File: src/rtl/video_frame_packer.sv
// rtl/video_frame_packer.sv - packs the serial video bit stream into words for a ping-pong frame memory
module video_frame_packer #(
  parameter int WORD_W      = 16,
  parameter int FRAME_BITS  = 4800,
  parameter int WORD_ADDR_W = 9
) (
  input  logic                   CLK_40,
  input  logic                   reset,
  input  logic                   data_clk_rising_edge,
  input  logic                   video_data_ready,
  input  logic                   received_bit,
  input  logic                   disp_frame_done,
  input  logic                   frame_abort,
  output logic                   mem_we,
  output logic [WORD_ADDR_W:0]   mem_waddr,
  output logic [WORD_W-1:0]      mem_wdata,
  output logic                   disp_bank,
  output logic                   frame_req,
  output logic                   wr_frame_full,
  output logic                   overflow_err,
  output logic [7:0]             underrun_cnt
);

  localparam int CNT_W = $clog2(FRAME_BITS);
  localparam int POS_W = $clog2(WORD_W);

  typedef enum logic [1:0] {FILLING, FULL, SWAP} state_t;

  state_t                 state, state_nxt;
  logic                   booted;
  logic                   wr_bank;
  logic [CNT_W-1:0]       bit_cnt;
  logic [POS_W-1:0]       bit_pos;
  logic [WORD_ADDR_W-1:0] word_idx;
  logic [WORD_W-1:0]      shift;
  logic                   bit_strobe, abort_take, take_bit, word_done, frame_done;
  logic                   req_nxt;

  assign bit_strobe = data_clk_rising_edge & video_data_ready;
  assign abort_take = frame_abort & (state != SWAP);
  assign take_bit   = bit_strobe & ~wr_frame_full & ~abort_take;
  assign word_done  = take_bit & (bit_pos == POS_W'(WORD_W - 1));
  assign frame_done = take_bit & (bit_cnt == CNT_W'(FRAME_BITS - 1));

  always_ff @(posedge CLK_40 or posedge reset) begin
    if (reset) state <= FILLING;
    else       state <= state_nxt;
  end

  // FULL is entered one cycle after the final write, so a frame_done coinciding
  // with that write is still treated as an underrun.
  always_comb begin
    state_nxt = state;
    req_nxt   = ~booted | abort_take;
    case (state)
      FILLING: if (!abort_take && wr_frame_full) state_nxt = FULL;
      FULL: begin
        if (abort_take)           state_nxt = FILLING;
        else if (disp_frame_done) state_nxt = SWAP;
      end
      SWAP:    state_nxt = FILLING;
      default: state_nxt = FILLING;
    endcase
    if (state_nxt == SWAP) req_nxt = 1'b1;
  end

  always_ff @(posedge CLK_40 or posedge reset) begin
    if (reset) begin
      booted        <= 1'b0;
      frame_req     <= 1'b0;
      mem_we        <= 1'b0;
      mem_waddr     <= '0;
      mem_wdata     <= '0;
      wr_bank       <= 1'b1;
      disp_bank     <= 1'b0;
      bit_cnt       <= '0;
      bit_pos       <= '0;
      word_idx      <= '0;
      shift         <= '0;
      wr_frame_full <= 1'b0;
      overflow_err  <= 1'b0;
      underrun_cnt  <= '0;
    end else begin
      booted    <= 1'b1;
      frame_req <= req_nxt;
      mem_we    <= word_done;
      mem_waddr <= {wr_bank, word_idx};
      if (word_done) mem_wdata <= {shift[WORD_W-2:0], received_bit};

      if (abort_take) begin
        bit_cnt       <= '0;
        bit_pos       <= '0;
        word_idx      <= '0;
        shift         <= '0;
        wr_frame_full <= 1'b0;
      end else if (take_bit) begin
        shift <= {shift[WORD_W-2:0], received_bit};
        if (frame_done) begin
          bit_cnt       <= '0;
          bit_pos       <= '0;
          word_idx      <= '0;
          wr_frame_full <= 1'b1;
        end else begin
          bit_cnt <= bit_cnt + CNT_W'(1);
          if (word_done) begin
            bit_pos  <= '0;
            word_idx <= word_idx + WORD_ADDR_W'(1);
          end else begin
            bit_pos <= bit_pos + POS_W'(1);
          end
        end
      end else if (state == SWAP) begin
        disp_bank     <= wr_bank;
        wr_bank       <= ~wr_bank;
        wr_frame_full <= 1'b0;
      end

      if (bit_strobe && wr_frame_full) overflow_err <= 1'b1;

      // Display rescans its old bank when no complete frame is waiting.
      if (disp_frame_done && state == FILLING && underrun_cnt != 8'hFF)
        underrun_cnt <= underrun_cnt + 8'd1;
    end
  end

endmodule
File: config.mk
export PLATFORM = sky130hd
export DESIGN_NAME = video_frame_packer
export DESIGN_NICKNAME = d
export VERILOG_FILES = /design/src/rtl/video_frame_packer.sv
export SDC_FILE = /design/constraint.sdc
export NUM_CORES = 1
export LEC_CHECK = 0
export ABC_AREA = 0
export CAP_MARGIN = 20
export CORE_ASPECT_RATIO = 1.2
export CORE_MARGIN = 5
export CORE_UTILIZATION = 52
export CTS_BUF_LIST = sky130_fd_sc_hd__clkbuf_8
export DETAILED_ROUTE_END_ITERATION = 7
export GPL_TIMING_DRIVEN = 0
export HOLD_SLACK_MARGIN = 0.05
export PLACE_DENSITY = 0.85
export SYNTH_ARGS = -nofsm -noshare
export SYNTH_HDL_FRONTEND = slang
export SYNTH_SLANG_ARGS = --single-unit
File: constraint.sdc
create_clock -name CLK_40 -period 2.6 [get_ports CLK_40]
set_clock_uncertainty 0.15 [all_clocks]
set_input_delay 0.52 -clock CLK_40 [delete_from_list [all_inputs] [get_ports CLK_40]]
set_output_delay 0.52 -clock CLK_40 [all_outputs]
set_load 0.01 [all_outputs]
# Word level (Yosys, flattened, before mapping)
# Cells that the tools add are included.
# totals
n_memories	0
mem_bits_ro	0
latchBits	0
input_bits	7
regBits	84
ram_bits	0
output_inout_bits	39
# op_classes
bitwise	12
n_reduce_logical	12
mul	0
mux	22
n_lt_le_gt_ge	0
div	0
shifts	0
n_addsub	4
n_eq_ne	8
# op_table
cell	count
$mux W13	3
$mux W9	4
$mux W15	2
$mux W4	4
$add A13 B1 Y13 const B	1
$eq A13 B13 Y1 const B	1
$add A9 B1 Y9 const B	1
$add A8 B1 Y8 const B	1
$ne A8 B8 Y1 const B	1
$and A1 B1 Y1	6
$mux W2	3
$reduce_bool A3 Y1	2
$mux W1	5
$not A1 Y1	5
$add A4 B1 Y4 const B	1
$eq A2 B2 Y1 const B	2
$eq A4 B4 Y1 const B	1
$logic_and A1 B1 Y1	4
$pmux W2 S2	1
$reduce_and A2 Y1	2
$ne A3 B2 Y1 const B	1
$reduce_and A3 Y1	1
$eq A2 B1 Y1 const B	1
$logic_not A2 Y1	1
other kinds (4)	4

# Longest topological paths before layout
# Gate-level depths: netlist of run 1.
# depth
depth_word	9
depth_mapped	8

# Least setup slack after synthesis of run 1
# No wires, ideal clock.
# synth_path
path_kind	register to register
start	register bit_cnt[0]
end	register bit_cnt[1]
setup_time_ns	0.122
period_less_slack_ns	1.760
t_required_ns	2.328
setup_slack_ns	0.840
path_stages_with_launch	7
arrival_ns	1.488
cell_sequence	dfrtp_1 ha_1 and3_1 buf_2 nand4_2 buf_2 a32o_1
# synth_via
elab_chain_cells	5
elab_cells_between_ends	6
cone_classes	add/sub: 1; eq/ne: 1; mux: 3; bitwise: 1
# synth_lines
item	line	rtl
start, declared	32	logic [CNT_W-1:0] bit_cnt;
start signal, assigned	104	bit_cnt <= bit_cnt + CNT_W'(1);
branches (longest 2 deep; another with $add A13 B1 Y13)	--	
$mux W13 (*)	98	if (frame_done) begin
$mux W13 (*)	96	end else if (take_bit) begin
$mux W13 (*)	90	if (abort_take) begin
# Every way passes the cells marked *. The select of a mux whose other input is x is not followed.
# A chain may end at the register's enable or synchronous reset.

# Worst setup path after layout of run 1
# layout_path
start	input video_data_ready
end	register word_idx[6]
# layout_via
elab_chain_cells	7
elab_cells_between_ends	11
cone_classes	mux: 3; bitwise: 5; reduce/logical: 3
# layout_lines
item	line	rtl
start, declared	10	input logic video_data_ready,
$and A1 B1 Y1 (*)	39	assign bit_strobe = data_clk_rising_edge & video_data_ready;
$and A1 B1 Y1 (*) (2 in series)	41	assign take_bit = bit_strobe & ~wr_frame_full & ~abort_take;
$and A1 B1 Y1	43	assign frame_done = take_bit & (bit_cnt == CNT_W'(FRAME_BITS - 1));
$mux W9	98	
$mux W9	96	
$mux W9	90	
end signal, assigned	107	word_idx <= word_idx + WORD_ADDR_W'(1);
end, declared	34	logic [WORD_ADDR_W-1:0] word_idx;
# Mark *: on every way between the ends. The rest lies on a longest branch, timed or not. The select of a mux whose other input is x is not followed.

==> results.py, run 1 <==
metrics = {
    "floorplanning": {
        "rows": 33,
        "die_h_um": 101,
        "core_um2": 6810,
        "start_util": 0.531,
        "die_area_um2": 8730,
        "ioPinCount": 46,
        "die_x_um": 86.1,
    },
    "route": {
        "routed_wirelength_um": 7320,
        "ant_nets": 0,
        "wl_per_cell_um": 14.7,
        "drt-pass1-iter-count": 4,
        "drc_errors": 0,
        "dr.first_iter.drc_count": 145,
        "vias": 2804,
        "vias_per_cell": 5.62,
    },
    "job": {
        "drv_cap": 0,
    },
    "power_and_ir_drop": {
        "powerDensity_nw_per_um2": 642,
        "pwr-share-seq": 0.508,
        "clockPowerShare": 0.373,
        "power_frac_comb": 0.119,
        "ir_drop_v": 0.000482,
        "p_leak_uw": 0.00201,
        "p_sw_uw": 745,
        "p_int_uw": 2110,
        "switching_share": 0.261,
    },
    "synthesis": {
        "syn-cell-area_um2": 3620,
        "yosysWarnings": 0,
        "synth_cells": 350,
        "syn_avg_cell_area_um2": 10.3,
        "ys_seq_area_frac": 0.581,
        "synth_edf_count": 0,
        "synth_cell_types": 58,
        "ys_ff_latch": 84,
        "synth-main-ff-cell": "dfrtp_1",
        "syn_nets": 361,
        "async_flop_share": 1.00,
    },
    "worst_setup_path": {
        "crit_required_ns": 2.71,
        "start_kind": "primary input",
        "critPathKind": "in2reg",
        "cp_max_fo": 10,
        "cp.arrival_ns": 2.23,
        "end_kind": "flop",
    },
    "clocking": {
        "cts_buffer_depth": 2,
        "cts_setup_buffers": 0,
        "clk_pin_slew_ns": 0.09,
        "numCtsBuffers": 9,
        "holdBufCountCts": 0,
        "clockRootBuffer": "clkbuf_8",
        "tritoncts": "yes",
        "cts_resized": 0,
        "h-tree-depth": 3,
        "clock-sinks": 84,
        "clkLatencyLatePin_ns": 0.36,
    },
    "grt": {
        "antenna_found_initial": 0,
        "grt_util_met3": 0.0382,
        "gr-usage-met1": 0.236,
        "grt_pass1_vias": 2601,
        "grt_overflow": 0,
        "grt_pass1_wl_um": 12400,
        "grt.total_usage": 0.182,
        "met2_usage": 0.293,
        "busiest_layer": "met2",
        "grt_max_degree": 40,
    },
    "placement": {
        "place_area_um2": 4210,
        "hpwl_um": 5120,
        "place_congestion": 0.867,
        "placement.io_buffers": 44,
    },
    "timing": {
        "tightest_slew_ns": 0.502,
        "fin_crit_ns": 2.13,
        "hold_viol_final": 0,
        "grt_setup_unrepaired": "false",
        "finalSetupViolCount": 0,
        "setup-tns-final_ns": 0,
        "min_period_over_period": 0.819,
        "slew_headroom": 0.664,
        "slew_viol_final": 0,
        "fmax_mhz": 470,
    },
    "finish": {
        "num_antenna_cells": 0,
        "final_common_cell": "nand2_1",
        "design_area_um2": 4440,
        "final_cell_mix": "nand2_1 (97), dfrtp_1 (83), clkdlybuf4s50_1 (44), a21oi_1 (19), nand3_1 (14)",
        "synthToLayoutAreaGrowth_pct": 22.7,
        "nNetsFinal": 418,
        "drive_above_1_share": 0.114,
    },
    "outcome": {
        "status": "complete, no violations",
    },
    "worst_hold_path": {
        "hp-class": "reg2reg",
    },
}
-- flip-flops by register name, indices dropped and copies added (netlist names), 2 cells and up --
name,count
bit_pos,4
mem_wdata,16
shift,15
word_idx,9
state,2
bit_cnt,13
underrun_cnt,8
mem_waddr,10
-- power by group through the flow --
stage	Sequential, µW	Clock (µW)	Combinational (µW)
floorplan	1490	0	155
global placement	1470	0	329
detailed placement	1470	0	347
CTS	1450	1070	349
global route	1460	1120	379
finish	1450	1060	340
-- worst max-delay path, cell delays in order --
cell,delay [ns]
clkdlybuf4s50_1,0.54
and3b_1,0.21
buf_4,0.20
nand3_1,0.13
o21ai_1,0.19
buf_2,0.26
o21ba_1,0.19
-- through the flow --
| stage | setup slack (ns) | std cells | hold WS, ns | total power (µW) | util |
|---|---|---|---|---|---|
| 6_report | 0.471 | 499 | 0.265 | 2850 | 0.652 |
| 5_1_grt | 0.381 | 499 | 0.271 | 2960 | 0.652 |
| 4_1_cts | 0.513 | 499 | 0.260 | 2870 | 0.652 |
| 3_5_place_dp | 0.120 | 483 | 0.246 | 1820 | 0.618 |
| 3_3_place_gp | 0.0884 | 481 | 0.222 | 1800 | 0.612 |
| 2_1_floorplan | 0.840 | 350 | 0.212 | 1640 | - |
-- synthesized netlist by cell type (4+ instances only) --
master / count / area share
nor2_1: 7 / 0.0073
nor3_1: 4 / 0.0055
buf_2: 12 / 0.017
inv_1: 7 / 0.0073
a31oi_1: 12 / 0.021
nand3b_1: 5 / 0.010
nand4_1: 5 / 0.0086
ha_1: 4 / 0.014
and3_1: 7 / 0.012
xnor2_1: 10 / 0.024
nand2_1: 97 / 0.10
nand3_1: 14 / 0.019
a21oi_1: 19 / 0.026
dfrtp_1: 83 / 0.57
-- metal layers --
layer / vias to the layer above / wire length, µm
met5: - / 0
met2: 61 / 3690
met3: 12 / 306
met1: 1404 / 3170
met4: 0 / 148
li1: 1327 / -
-- cells by family after synthesis --
group | Yosys count | share of synthesized area
AO/OA/AOI/OAI | 63 | 0.127
other | 1 | 0.00104
adder cells (fa/ha/maj) | 4 | 0.0138
XOR/XNOR | 13 | 0.0315
multiplexers | 3 | 0.00899
buffers and inverters | 25 | 0.0322
flip-flops | 84 | 0.581
AND/OR/NAND/NOR | 157 | 0.204
-- layout make-up --
class,instances,area [µm²]
inverters,9,37.5
repair buffers,46,480
clock inverters,7,105
clock buffers,9,124
well taps,87,109
fillers,518,2370
plain buffers,16,82.6
multi-input cells,241,1400
flip-flops and latches,84,2100
-- worst paths after layout --
| kind | slack (ns) | startpoint | cells past startpoint | endpoint |
|---|---|---|---|---|
| max | 0.47 | video_data_ready | 7 | word_idx[6]$_DFFE_PP0P_ |
| max in group asynchronous | 1.28 | reset | 4 | bit_cnt[10]$_DFFE_PP0P_ |
| min in group asynchronous | 0.29 | reset | 2 | mem_wdata[0]$_DFFE_PP0P_ |
| max reg2reg | 0.57 | bit_cnt[0]$_DFFE_PP0P_ | 6 | bit_pos[1]$_DFFE_PP0P_ |
| min reg2reg | 0.27 | word_idx[8]$_DFFE_PP0P_ | 0 | mem_waddr[8]$_DFF_PP0_ |
| min | 0.27 | word_idx[8]$_DFFE_PP0P_ | 0 | mem_waddr[8]$_DFF_PP0_ |
Note: power is estimated with default switching activity, not from simulation.
==> run 2, diff against run 1 <==
==> constraint.sdc (replaced) <==
create_clock -name CLK_40 -period 1.7 [get_ports CLK_40]
set_clock_uncertainty 0.15 [all_clocks]
set_input_delay 0.34 -clock CLK_40 [delete_from_list [all_inputs] [get_ports CLK_40]]
set_output_delay 0.34 -clock CLK_40 [all_outputs]
set_load 0.01 [all_outputs]
==> run 2 against run 1 <==
Against the previous run:
- worst setup slack lost 0.61 ns
- sequential cell count stayed put
- via count up 15%
- die area unchanged
- first-iteration DRC count is 54% higher
- the run now ends with setup timing left
- routed wire length grew 40%
- sequential share of layout area down 5.8 points
- global-route usage increased by 1.5 points
- critical path depth is 2 lower
- worst hold slack got worse by 0.052 ns
==> results.py, run 2 (synthesized netlist as in run 1, its figures left out) <==
metrics = {
    "timing": {
        "hold_viol_final": 0,
        "min_period_over_period": 1.08,
        "slew_viol_final": 0,
        "slew_headroom": 0.632,
        "grt_setup_unrepaired": "true",
        "fin_crit_ns": 1.84,
        "tightest_slew_ns": 0.550,
        "setup_slack_ns": -0.139,
        "setup-tns-final_ns": -1.90,
        "finalSetupViolCount": 37,
        "fmax_mhz": 544,
    },
    "route": {
        "drc_errors": 0,
        "wl_per_cell_um": 19.1,
        "vias_per_cell": 6.01,
        "vias": 3230,
        "routed_wirelength_um": 10200,
        "ant_nets": 0,
        "dr.first_iter.drc_count": 223,
        "drt-pass1-iter-count": 5,
    },
    "worst_setup_path": {
        "critPathCapture": "shift[7]$_DFFE_PP0P_",
        "start_kind": "flop",
        "critPathKind": "reg2reg",
        "cp_max_fo": 10,
        "cp.arrival_ns": 1.93,
        "reg2reg_depth": 5,
        "rrSetupSlack_ns": -0.14,
        "reg2reg_to": "shift[7]$_DFFE_PP0P_",
        "end_kind": "flop",
        "crit_required_ns": 1.79,
        "crit_start": "state[0]$_DFF_PP0_",
        "rr_startpoint": "state[0]$_DFF_PP0_",
    },
    "finish": {
        "largest_reg_flops": 16,
        "drive_above_1_share": 0.282,
        "synthToLayoutAreaGrowth_pct": 40.3,
        "reg_top3": "mem_wdata: 16 flops, shift: 15 flops, bit_cnt: 13 flops",
        "fin_cells": 537,
        "max_flop_register": "mem_wdata",
        "final_common_cell": "nand2_1",
        "nNetsFinal": 458,
        "n_fill_cell": 416,
        "final_cell_mix": "nand2_1 (94), dfrtp_1 (79), buf_4 (36), dlygate4sd2_1 (33), a21oi_1 (16)",
        "design_area_um2": 5070,
        "num_antenna_cells": 0,
    },
    "grt": {
        "grt_overflow": 0,
        "antenna_found_initial": 0,
        "busiest_layer": "met2",
        "grt_util_met3": 0.0325,
        "grt_pass1_vias": 2968,
        "gr-usage-met1": 0.250,
        "met2_usage": 0.321,
        "grt.total_usage": 0.198,
        "grt_max_degree": 36,
        "grt_pass1_wl_um": 13600,
    },
    "placement": {
        "placed_cells": 483,
        "place_area_um2": 4220,
        "placement.io_buffers": 44,
        "hpwl_um": 5130,
        "place_congestion": 0.817,
    },
    "power_and_ir_drop": {
        "pwr-share-seq": 0.510,
        "power_frac_comb": 0.168,
        "ir_drop_v": 0.000514,
        "clockPowerShare": 0.322,
        "powerDensity_nw_per_um2": 843,
        "p_int_uw": 3100,
        "p_leak_uw": 0.00249,
        "p_sw_uw": 1170,
        "switching_share": 0.274,
    },
    "job": {
        "drv_cap": 0,
    },
    "floorplanning": {
        "start_util": 0.531,
        "rows": 33,
        "ioPinCount": 46,
        "die_area_um2": 8730,
        "die_x_um": 86.1,
        "core_um2": 6810,
        "die_h_um": 101,
    },
    "outcome": {
        "violations": "setup timing",
        "status": "finished, violations left",
    },
    "clocking": {
        "clockRootBuffer": "clkbuf_8",
        "cts_buffer_depth": 2,
        "clock-sinks": 84,
        "h-tree-depth": 3,
        "clk_pin_slew_ns": 0.09,
        "numCtsBuffers": 9,
        "tritoncts": "yes",
        "clkLatencyLatePin_ns": 0.36,
    },
    "worst_hold_path": {
        "hp-class": "in2async",
    },
}
## run 2: cell types whose count changed in the layout (fill, tap and decap cells not counted), moves of 7 or more
cell | previous run | this run
clkdlybuf4s50_1 | 44 | 3
buf_4 | 2 | 36
dlymetal6s2s_1 | 0 | 7
buf_6 | 0 | 11
buf_2 | 12 | 3
dlygate4sd2_1 | 0 | 33
## run 2: through the flow
| step | setup WS (ns) | total power, µW | util | hold slack [ns] |
|---|---|---|---|---|
| final | -0.139 | 4280 | 0.745 | 0.213 |
| after global routing | -0.138 | 4450 | 0.745 | 0.231 |
| after CTS | 0.000466 | 4160 | 0.683 | 0.194 |
| after detailed placement | -0.596 | 2780 | 0.620 | 0.248 |
| after global placement | -0.628 | 2750 | 0.614 | 0.223 |
| after floorplan | -0.00382 | 2510 | - | 0.212 |
## run 2: worst min-delay path by stage
stage,endpoint,depth (start not counted),slack [ns],from
floorplan,mem_waddr[8]$_DFF_PP0_,0,0.21,word_idx[8]$_DFFE_PP0P_
global placement,mem_waddr[8]$_DFF_PP0_,0,0.22,word_idx[8]$_DFFE_PP0P_
detailed placement,mem_waddr[8]$_DFF_PP0_,0,0.25,word_idx[8]$_DFFE_PP0P_
CTS,state[0]$_DFF_PP0_,2,0.19,frame_abort
global route,state[0]$_DFF_PP0_,2,0.23,frame_abort
finish,mem_wdata[14]$_DFFE_PP0P_,2,0.21,reset
## run 2: cell type report
| class | count | area (µm²) | area share |
|---|---|---|---|
| clock buffer | 9 | 124 | 0.0244 |
| inverter | 9 | 45.0 | 0.00888 |
| clock inverter | 5 | 55.1 | 0.0108 |
| timing repair buffer | 87 | 816 | 0.161 |
| sequential | 84 | 2110 | 0.415 |
| buffer | 15 | 143 | 0.0281 |
| multi-input combinational | 241 | 1680 | 0.330 |
| tap | 87 | 109 | 0.0214 |
## run 2: power groups by stage
stage               clock, µW  sequential, µW  combinational [µW]
finish                   1380            2180                 719
global route             1460            2200                 787
CTS                      1350            2180                 628
detailed placement          0            2260                 528
global placement            0            2250                 502
floorplan                   0            2280                 238
## run 2: worst max-delay path: stages (launching register included)
cell and delay, ns:
dfrtp_1 0.47, and2b_2 0.28, buf_4 0.15, nor2_2 0.30
clkbuf_4 0.30, a21oi_1 0.07
## run 2: per-layer routing
metal	part of all wire	vias to the layer above
met5	0	-
met1	0.36	1552
met3	0.068	69
met2	0.52	198
met4	0.052	0
li1	-	1411
## run 2: repair_timing
item                       CTS  global route
setup endpoints to repair   87            63
hold buffers                 0             0
gates cloned                 1             3
resized for setup           67            65
buffers inserted            20            17
pin swaps                   10            23
